<file path="src/rtl/mbscore_bus_arbiter.sv">
// mbscore_bus_arbiter: round-robin arbiter sharing one req/ack memory bus between N masters.
// Optional MBS_ARB_TIMEOUT_EN: abort a BUSY transaction after TIMEOUT cycles without mem_ack.
module mbscore_bus_arbiter #(
    parameter int N_MASTERS  = 3,
    parameter int ADDR_WIDTH = 32,
    parameter int DATA_WIDTH = 32,
    parameter int TIMEOUT    = 16
) (
    input  logic                             clk,
    input  logic                             rst,
    input  logic [N_MASTERS-1:0]             req,
    input  logic [N_MASTERS-1:0]             lock,
    input  logic [N_MASTERS-1:0]             we,
    input  logic [N_MASTERS*ADDR_WIDTH-1:0]  addr,
    input  logic [N_MASTERS*DATA_WIDTH-1:0]  wdata,
    output logic [N_MASTERS-1:0]             gnt,
    output logic [N_MASTERS-1:0]             done,
    output logic                             err,
    output logic [DATA_WIDTH-1:0]            rdata,
    output logic                             busy,
    output logic                             mem_req,
    output logic                             mem_we,
    output logic [ADDR_WIDTH-1:0]            mem_addr,
    output logic [DATA_WIDTH-1:0]            mem_wdata,
    input  logic [DATA_WIDTH-1:0]            mem_rdata,
    input  logic                             mem_ack
);

    localparam int IW = $clog2(N_MASTERS);

    typedef enum logic [1:0] {IDLE, BUSY, DONE} state_t;

    state_t                  state_q, state_d;
    logic [N_MASTERS-1:0]    gnt_q, gnt_d;
    logic [N_MASTERS-1:0]    done_q, done_d;
    logic                    err_q, err_d;
    logic [DATA_WIDTH-1:0]   rdata_q, rdata_d;
    logic                    busy_q, busy_d;
    logic                    mem_req_q, mem_req_d;
    logic                    mem_we_q, mem_we_d;
    logic [ADDR_WIDTH-1:0]   mem_addr_q, mem_addr_d;
    logic [DATA_WIDTH-1:0]   mem_wdata_q, mem_wdata_d;
    logic [IW-1:0]           rr_ptr_q, rr_ptr_d;
    logic [IW-1:0]           win_q, win_d;
    logic [IW-1:0]           lock_owner_q, lock_owner_d;
    logic                    lock_vld_q, lock_vld_d;

    logic [IW-1:0]           win;
    logic                    sel_we;
    logic [ADDR_WIDTH-1:0]   sel_addr;
    logic [DATA_WIDTH-1:0]   sel_wdata;

`ifdef MBS_ARB_TIMEOUT_EN
    localparam int CW = $clog2(TIMEOUT);
    logic [CW-1:0]           cnt_q, cnt_d;
`endif

    assign gnt       = gnt_q;
    assign done      = done_q;
    assign err       = err_q;
    assign rdata     = rdata_q;
    assign busy      = busy_q;
    assign mem_req   = mem_req_q;
    assign mem_we    = mem_we_q;
    assign mem_addr  = mem_addr_q;
    assign mem_wdata = mem_wdata_q;

    // Winner pick: a requesting lock owner first, else round-robin from rr_ptr+1 (upper group overrides the wrapped group)
    always_comb begin
        win       = '0;
        sel_we    = 1'b0;
        sel_addr  = '0;
        sel_wdata = '0;
        for (int j = N_MASTERS - 1; j >= 0; j--)
            if (req[j] && j <= int'(rr_ptr_q)) win = IW'(j);
        for (int j = N_MASTERS - 1; j >= 0; j--)
            if (req[j] && j > int'(rr_ptr_q)) win = IW'(j);
        if (lock_vld_q && req[lock_owner_q]) win = lock_owner_q;
        for (int j = 0; j < N_MASTERS; j++)
            if (win == IW'(j)) begin
                sel_we    = we[j];
                sel_addr  = addr[j*ADDR_WIDTH +: ADDR_WIDTH];
                sel_wdata = wdata[j*DATA_WIDTH +: DATA_WIDTH];
            end
    end

    // Transaction sequencer: next state and all registered outputs
    always_comb begin
        state_d      = state_q;
        gnt_d        = gnt_q;
        done_d       = done_q;
        err_d        = err_q;
        rdata_d      = rdata_q;
        busy_d       = busy_q;
        mem_req_d    = mem_req_q;
        mem_we_d     = mem_we_q;
        mem_addr_d   = mem_addr_q;
        mem_wdata_d  = mem_wdata_q;
        rr_ptr_d     = rr_ptr_q;
        win_d        = win_q;
        lock_owner_d = lock_owner_q;
        lock_vld_d   = lock_vld_q;
`ifdef MBS_ARB_TIMEOUT_EN
        cnt_d        = cnt_q;
`endif
        case (state_q)
            IDLE: begin
                if (lock_vld_q && !req[lock_owner_q]) lock_vld_d = 1'b0;
                if (|req) begin
                    gnt_d       = {{(N_MASTERS-1){1'b0}}, 1'b1} << win;
                    win_d       = win;
                    mem_we_d    = sel_we;
                    mem_addr_d  = sel_addr;
                    mem_wdata_d = sel_wdata;
                    mem_req_d   = 1'b1;
                    busy_d      = 1'b1;
                    state_d     = BUSY;
`ifdef MBS_ARB_TIMEOUT_EN
                    cnt_d       = '0;
`endif
                end
            end
            BUSY: begin
                if (mem_ack) begin
                    mem_req_d = 1'b0;
                    rdata_d   = mem_we_q ? rdata_q : mem_rdata;
                    done_d    = gnt_q;
                    rr_ptr_d  = win_q;
                    state_d   = DONE;
                end
`ifdef MBS_ARB_TIMEOUT_EN
                else if (cnt_q == CW'(TIMEOUT - 1)) begin
                    mem_req_d = 1'b0;
                    rdata_d   = {DATA_WIDTH{1'b1}};
                    done_d    = gnt_q;
                    err_d     = 1'b1;
                    state_d   = DONE;
                end else begin
                    cnt_d = cnt_q + 1'b1;
                end
`endif
            end
            DONE: begin
                lock_owner_d = win_q;
                lock_vld_d   = |(lock & gnt_q) && !err_q;
                gnt_d        = '0;
                done_d       = '0;
                err_d        = 1'b0;
                busy_d       = 1'b0;
                state_d      = IDLE;
            end
            default: state_d = IDLE;
        endcase
    end

    // State and output registers, cleared asynchronously
    always_ff @(posedge clk or posedge rst) begin
        if (rst) begin
            state_q      <= IDLE;
            gnt_q        <= '0;
            done_q       <= '0;
            err_q        <= 1'b0;
            rdata_q      <= '0;
            busy_q       <= 1'b0;
            mem_req_q    <= 1'b0;
            mem_we_q     <= 1'b0;
            mem_addr_q   <= '0;
            mem_wdata_q  <= '0;
            rr_ptr_q     <= IW'(N_MASTERS - 1);
            win_q        <= '0;
            lock_owner_q <= '0;
            lock_vld_q   <= 1'b0;
`ifdef MBS_ARB_TIMEOUT_EN
            cnt_q        <= '0;
`endif
        end else begin
            state_q      <= state_d;
            gnt_q        <= gnt_d;
            done_q       <= done_d;
            err_q        <= err_d;
            rdata_q      <= rdata_d;
            busy_q       <= busy_d;
            mem_req_q    <= mem_req_d;
            mem_we_q     <= mem_we_d;
            mem_addr_q   <= mem_addr_d;
            mem_wdata_q  <= mem_wdata_d;
            rr_ptr_q     <= rr_ptr_d;
            win_q        <= win_d;
            lock_owner_q <= lock_owner_d;
            lock_vld_q   <= lock_vld_d;
`ifdef MBS_ARB_TIMEOUT_EN
            cnt_q        <= cnt_d;
`endif
        end
    end

endmodule

</file>
<file path="config.mk">
export PLATFORM = sky130hd
export DESIGN_NAME = mbscore_bus_arbiter
export DESIGN_NICKNAME = d
export VERILOG_FILES = /design/src/rtl/mbscore_bus_arbiter.sv
export SDC_FILE = /design/constraint.sdc
export NUM_CORES = 1
export LEC_CHECK = 0
export ABC_AREA = 1
export BUFFER_PORTS_ARGS = -buffer_cell sky130_fd_sc_hd__buf_2
export CORE_AREA = 2 2 135 137
export DETAILED_ROUTE_END_ITERATION = 6
export DIE_AREA = 0 0 137 139
export GPL_TIMING_DRIVEN = 1
export HOLD_SLACK_MARGIN = 0.08
export PLACE_DENSITY_LB_ADDON = 0.15
export RECOVER_POWER = 50
export SLEW_MARGIN = 15
export SYNTH_ARGS = -nofsm -noshare
export SYNTH_HDL_FRONTEND = slang
export SYNTH_SLANG_ARGS = --single-unit
</file>
<file path="constraint.sdc">
create_clock -name clk -period 5.92 [get_ports clk]
set_clock_uncertainty 0.05 [all_clocks]
set_input_delay 0.592 -clock clk [delete_from_list [all_inputs] [get_ports clk]]
set_output_delay 0.592 -clock clk [all_outputs]
set_load 0.05 [all_outputs]
</file>
== Yosys cells after proc, flatten, opt, wreduce, memory -nomap -nowiden ==
Index checks and enable logic that the tools add are counted.

* Add/subtract/negate cells: 0
* Multipliers: 0
* Div/mod/pow operators: 0
* $lt $le $gt $ge: 5
* Eq/ne operators: 7
* Shifts and indexed selects: 1
* Muxes and demuxes: 30
* Bitwise operators: 2
* Reduce and logical (&&, ||, !) cells: 22

{| class="wikitable"
|+ Operators by type and width
! kind !! count
|-
| 2-to-1 mux 32 bit || 6
|-
| 2-to-1 mux 2 bit || 8
|-
| one-hot mux 3 bit (2 select lines) || 2
|-
| AND reduction 2 bit || 6
|-
| 2-to-1 mux 1 bit || 7
|-
| logical AND 1 bit || 6
|-
| 2-to-1 mux 3 bit || 2
|-
| != test 2 bit, second input constant || 3
|-
| one-hot mux 1 bit (2 select lines) || 3
|-
| AND reduction 3 bit || 2
|-
| nonzero test 2 bit || 3
|-
| OR reduction 3 bit || 2
|-
| == test 2 x 1 -> 1 bit, second input constant || 2
|-
| == test 2 bit, second input constant || 2
|-
| logical NOT 2 bit || 2
|-
| one-hot mux 2 bit (2 select lines) || 1
|-
| bitwise AND 3 bit || 1
|-
| < comparator 2 x 3 -> 1 bit, second input constant || 1
|-
| << shifter 1 x 2 -> 3 bit, first input constant || 1
|-
| binary-select mux 1 bit (select 2 bit) || 1
|-
| greater-than comparator 1 x 2 -> 1 bit, first input constant || 1
|-
| greater-than comparator 2 bit, first input constant || 1
|-
| <= comparator 1 x 2 -> 1 bit, first input constant || 1
|-
| <= comparator 2 bit, first input constant || 1
|-
| other kinds (2) || 2
|}

* Register bits after elaboration: 114
* Bits in latches: 0
* Bits in writable memories: 0
* Bits in read-only memories: 0
* Input bits: 236
* Output and inout port bits: 106
* Word-level logic and storage cells: 80
* Memories: 0

== Longest topological paths before layout ==
Gate-level depths: netlist of the first run.

* Depth in word-level cells: 12
* Gate-level depth with buffers: 13

== Worst setup path before layout of the first run ==
Ideal clock, no wire load.

* Kind: input to register
* From: in req[1]
* To: reg mem_addr_q[4] (netlist: mem_addr[4])
* Arrival: 1.578 ns
* Setup slack: 4.174 ns
* Cell stages on the path: 12
* Path buffers: 2
* Path through: inv_2 a21oi_1 nor2_1 nand2_2 nand2_2 buf_6 buf_6 nand2_1 nand2_1 clkinv_1 nand2_1 nand2_1

* Cells in the longest elaborated chain, start to end: 10

{| class="wikitable"
|+ Ends and longest elaborated chain
! item !! line !! RTL
|-
| start, declared || 11 || <nowiki>input logic [N_MASTERS-1:0] req,</nowiki>
|-
| logical AND 1 bit || 75 || <nowiki>if (req[j] && j <= int'(rr_ptr_q)) win = IW'(j);</nowiki>
|-
| 2-to-1 mux 2 bit (2 in a row) || 75 ||
|-
| 2-to-1 mux 2 bit (2 in a row) || 77 || <nowiki>if (req[j] && j > int'(rr_ptr_q)) win = IW'(j);</nowiki>
|-
| 2-to-1 mux 2 bit || 78 || <nowiki>if (lock_vld_q && req[lock_owner_q]) win = lock_owner_q;</nowiki>
|-
| logical NOT 2 bit || 80 || <nowiki>if (win == IW'(j)) begin</nowiki>
|-
| 2-to-1 mux 32 bit (3 in a row) || 80 ||
|-
| end signal, assigned || 185 || <nowiki>mem_addr_q <= mem_addr_d;</nowiki>
|-
| end, declared || 41 || <nowiki>logic [ADDR_WIDTH-1:0] mem_addr_q, mem_addr_d;</nowiki>
|}

Several ways; a longest one is shown, not always the timed one. The select of a mux whose other input is x is not followed.
A chain may end at the register's enable or synchronous reset.

==> out/metrics.yaml, run 1 <==
outcome: "finished with violations"
violations: "capacitance limit, slew limit"
synth_compound_area_share_pct: 1.78
die_area_um2: 19000
cts_tree: "built"
first_global_vias: 6108
post_drt_wl_per_cell_um: 14.3
cts.path.max_buffers: 2
drt-pass1-iter-count: 5
max-slew-margin-rel_pct: -35.2
final_antenna_net_count: 0
cts_resized: 0
synthTopCellsByCount: "nand2_1, inv_1, dfrtp_1"
path_cells: "buf_2 -> clkinvlp_2 -> clkbuf_2"
ios: 342
synth_largest_area_cell: "dfrtp_1"
grtUsageTotal_pct: 21.8
core-area_um2: 17700
synth_area_leaders: "dfrtp_1, nand2_1, inv_1"
die_x_um: 137
worstMarginPinSlew_ns: 2.02
hold_end: "state_q[0]$_DFFE_PP0P_"
hold_path_class: "input port to register"
cts_setup_buffers: 0
synth_nets: 1148
port_buffers: 340
hold_violations: 0
root_buffer: "clkbuf_16"
syn_inst: 912
finalSetupTns_ns: 0
synth.distinct_cells: 29
grt_max_degree: 73
globalplace.congestion: 0.796
worstRegToRegCells: 12
yosysSeqAreaShare_pct: 44.1
crit_type: "input port to asynchronous set/reset pin"
htree_levels: 4
ys_seq_elements: 114
dr_total_vias: 6629
required_ns: 6.04
place_hpwl_mm: 15.0
cap_violations: 2
ys.flop_type: "dfrtp_1"
cp-start-kind: "input port"
drt-total-wl_mm: 21.0
placementRows: 49
clkTransAtPathRegs_ns: 0.05
max_freq_mhz: 302
fp.dieH_um: 139
p_total_uw: 5910
syn_area_per_cell_um2: 7.10
report.final.slew_viol_count: 117
hold_depth: 2
cts_buffers: 17
grt_antenna_before_repair: 1
synth_top_area_share_pct: 43.6
hp-start: "mem_ack"
worstSkewPairLatency_ns: 0.42
yosysWarnings: 0
fin_nets: 1464
min_period_ns: 3.31
area_growth_pct: 35.2
critPathSlowestCell: "clkbuf_2"
r2r_slack_ns: 2.95
fin_crit_sh_pct: 56.0
viasPerCell: 4.51
synthArstFlopShare_pct: 100
fin_util_pct: 49.6
finalSetupViolations: 0
grt_overflow: 0
vdd_drop_max_v: 0.000371
rsz0062_at_grt: "no"
synth_edf_count: 0
final_cells: 1470
r2r_start: "rr_ptr_q[1]$_DFFE_PP1P_"
dp_cells: 1438
drive_gt1_share_pct: 25.9
grt_pass1_wl_mm: 32.0
leakage_uw: 0.00516
cts.sinks: 114
synth.area.mux_share_pct: 5.56
drc: 0
yosysMostFrequentCell: "nand2_1"
arrival_ns: 3.43
synth-xor-area-share_pct: 0
yosys.area_share.simple_pct: 35.3
powerDensity_nw_per_um2: 675
synth_area_um2: 6480
end_kind: "asynchronous set/reset pin"
hold_buffers: 0
r2r-end: "mem_wdata[21]$_DFFE_PP0P_"
drtIter0Drc: 352
cpPeakStageDelay_ns: 1.44
critPathMaxFanout: 72
synth_top_family_by_area: "simple AND/OR/NAND/NOR gates"
synthAdderAreaFrac_pct: 0
diodes: 0
initial_core_util_pct: 36.7
-- worst max-delay path: cells and delay by family --
family | cells | cell delay [ns]
buf+inv | 3 | 2.67
-- cells by family after synthesis --
kind of cell | after synthesis
compound gates | 17
buf+inv | 201
flops | 114
mux | 32
other cells | 1
simple gates | 547
-- area by class of cell --
cell class	instances	area [um2]
tap	229	287
inverter	150	564
sequential	114	2850
timing repair buffer	348	1630
clock buffer	17	425
multi-input combinational	597	2770
fill	1852	8900
clock inverter	15	231
-- through the flow --
step	hold WS, ns	area, um2	worst slack, ns
6_report	0.317	8760	2.61
5_1_grt	0.316	8760	1.98
4_1_cts	0.206	8900	2.92
3_5_place_dp	0.410	8240	2.66
3_3_place_gp	0.408	8240	2.63
2_1_floorplan	0.400	6480	2.26
-- placed cells by master, fill, tap and decap left out, types with 2 or more instances in the layout --
master	n
inv_6	2
clkinv_1	3
clkinv_2	2
clkbuf_16	17
bufinv_16	5
clkinv_4	4
inv_2	14
buf_2	235
o21ai_0	9
dfrtp_1	113
inv_1	132
clkbuf_1	105
nand2_2	7
nand3_1	96
buf_4	7
mux2_1	14
nor2_1	6
nand4_1	23
nand2_1	411
mux2_2	18
a21oi_1	2
-- power breakdown --
part | switching (uW) | total (uW) | internal, uW
registers | 222 | 1400 | 1180
clock network | 387 | 1140 | 752
logic | 2600 | 3370 | 771
-- how the worst max path moves through the flow --
stage,start,endpoint,slack (ns)
final,rst,mem_addr[20]$_DFFE_PP0P_,2.61
after CTS,rr_ptr_q[1]$_DFFE_PP1P_,mem_wdata[18]$_DFFE_PP0P_,2.92
after detailed placement,req[1],mem_addr[4]$_DFFE_PP0P_,2.66
after floorplan,rst,busy$_DFFE_PP0P_,2.26
after global placement,req[1],mem_addr[4]$_DFFE_PP0P_,2.63
after global routing,rst,mem_addr[20]$_DFFE_PP0P_,1.98
-- per-layer routing --
metal	routed length, um	track usage, %	part of all wire [%]
met1	8790	26.8	42
met2	10200	36.7	49
met3	1680	6.51	8.0
met4	325	6.29	1.5
met5	17	0	0.081
-- state kept, by name (all words and copies together) (netlist names) --
name and count:
lock_owner_q 2, win_q 2, state_q 2, done 3, lock_vld_q 1, gnt 3
busy 1, rdata 32, mem_wdata 32, mem_addr 32, mem_req 1, rr_ptr_q 2
mem_we 1
(Power assumes the default switching activity.)
==> run 2: changes to the inputs <==
- clock period: 5.92 -> 3.2 ns (I/O delays scaled with it)
==> run 2 against run 1 <==
Net effect:
- via count rose by 3.4%
- clock power grew 53%
- final cell count grew 2.3%
- power up 81%
- worst setup slack worse by 1.8 ns
- utilization rose by 1.6 points
- register-to-register slack worse by 2.2 ns
- sequential share of layout area fell by 0.99 points
- sequential power increased by 85%
- largest cell class unchanged
- clock-buffer cell count increased by 1
- first-iteration DRC count down 9.1%
- critical path type is now register to register
- the flow now finishes without violations
==> out/metrics.yaml, run 2 (same netlist as run 1, synthesis figures left out) <==
grtUsageMet2_pct: 38.6
layout.cells.most_common: "nand2_1"
critPathSlowestCell: "buf_4"
drtIter0Drc: 320
worstRegToRegCells: 8
place_hpwl_mm: 15.1
path_cells: "inv_1 -> nand2_1 -> a31oi_4 -> buf_4 -> nand2_2 -> nand2_1 -> nand3_1 -> nand2_1"
post_drt_wl_per_cell_um: 14.3
globalplace.congestion: 0.838
fillerInstances: 1866
crit_family: "simple AND/OR/NAND/NOR gates"
worstSkewPairLatency_ns: 0.42
met3_usage_pct: 5.99
grtUsageMet1_pct: 26.3
ios: 342
port_buffers: 340
leakage_uw: 0.00531
hold_depth: 2
max_freq_mhz: 410
worstMarginPinSlew_ns: 0.963
cts_resized: 0
diodes: 0
grt_pass1_wl_mm: 32.8
viasPerCell: 4.56
cts_tree: "built"
grt_max_degree: 71
hold_end: "rdata[29]$_DFFE_PP0P_"
fp.dieH_um: 139
hp-start: "mem_rdata[29]"
arrival_ns: 2.74
final_cells: 1504
crit_top_cell: "nand2_1"
max-slew-margin-rel_pct: 35.6
hold_violations: 0
grtUsageTotal_pct: 22.2
cts.path.max_buffers: 2
drt-pass1-iter-count: 5
finalSetupViolations: 0
cap_violations: 0
fin_nets: 1498
die_area_um2: 19000
rsz0062_at_grt: "no"
htree_levels: 4
fin_crit_sh_pct: 76.2
report.final.slew_viol_count: 0
dp_cells: 1442
core-area_um2: 17700
outcome: "completed"
cpPeakStageDelay_ns: 0.60
drive_gt1_share_pct: 27.1
dr_total_vias: 6852
clkTransAtPathRegs_ns: 0.06
critPathLaunch: "state_q[1]$_DFFE_PP0P_"
die_x_um: 137
vdd_drop_max_v: 0.000541
initial_core_util_pct: 36.7
finalSetupTns_ns: 0
cts_buffers: 17
drc: 0
crit_type: "register to register"
root_buffer: "clkbuf_16"
cp-start-kind: "register"
required_ns: 3.51
placementRows: 49
grt_antenna_before_repair: 0
r2r_start: "state_q[1]$_DFFE_PP0P_"
drt-total-wl_mm: 21.4
final_antenna_net_count: 0
hold_path_class: "input port to register"
end_kind: "register"
first_global_vias: 6334
min_period_ns: 2.44
critPathBufInv: 2
grt_overflow: 0
cts.sinks: 114
critPathMaxFanout: 70
area_growth_pct: 39.5
r2r-end: "mem_wdata[8]$_DFFE_PP0P_"
top_usage_layer: "met2"
r2r_slack_ns: 0.76
final_cell_mix: "nand2_1, buf_2, inv_1"
powerDensity_nw_per_um2: 1180
==> run 2: metrics by stage <==
step	total power (uW)	util (%)	worst slack (ns)	hold WS, ns	instance area, um2
4_1_cts	10900	51.8	0.778	0.0810	9150
5_1_grt	11500	51.2	0.574	0.0896	9030
2_1_floorplan	7580	-	1.45	0.356	6480
6_report	10700	51.2	0.763	0.104	9030
3_3_place_gp	9050	47.0	0.846	0.298	8300
3_5_place_dp	9120	47.0	0.812	0.294	8300
==> run 2: area by class of cell <==
cell class	count	area (um2)	share of cell area [%]
Multi-Input combinational cell	597	2770	30.7
Inverter	150	564	6.25
Tap cell	229	287	3.17
Clock buffer	18	439	4.86
Clock inverter	14	108	1.19
Timing Repair Buffer	382	2010	22.2
Sequential cell	114	2850	31.6
==> run 2: how the worst max path moves through the flow <==
stage,end,slack [ns],cells past startpoint
3_3_place_gp,mem_wdata[8]$_DFFE_PP0P_,0.85,11
2_1_floorplan,busy$_DFFE_PP0P_,1.45,1
5_1_grt,mem_wdata[29]$_DFFE_PP0P_,0.57,8
4_1_cts,mem_wdata[2]$_DFFE_PP0P_,0.78,8
6_report,mem_wdata[8]$_DFFE_PP0P_,0.76,8
3_5_place_dp,mem_wdata[2]$_DFFE_PP0P_,0.81,8
==> run 2: routing by layer <==
| metal | wire length, um | vias up |
|---|---|---|
| met4 | 391 | 0 |
| met5 | 0 | - |
| li1 | - | 3472 |
| met1 | 8840 | 3090 |
| met2 | 10700 | 260 |
| met3 | 1540 | 30 |
==> run 2: worst register-to-register path: stages (launching register included) <==
cell and delay, ns:
dfrtp_1 0.40, inv_1 0.08, nand2_1 0.10, a31oi_4 0.17, buf_4 0.60, nand2_2 0.61
nand2_1 0.22, nand3_1 0.08, nand2_1 0.06
==> run 2: what timing repair did <==
item / 4_1_cts / 5_1_grt
hold endpoints to repair: 45 / 0
setup buffers: 0 / 0
hold buffers: 30 / 0
==> run 2: report_power, final <==
part | leakage, uW | switching, uW | internal, uW | total [uW]
clock network | 0.000263 | 727 | 1020 | 1740
logic | 0.00367 | 4820 | 1530 | 6350
registers | 0.00138 | 404 | 2180 | 2590
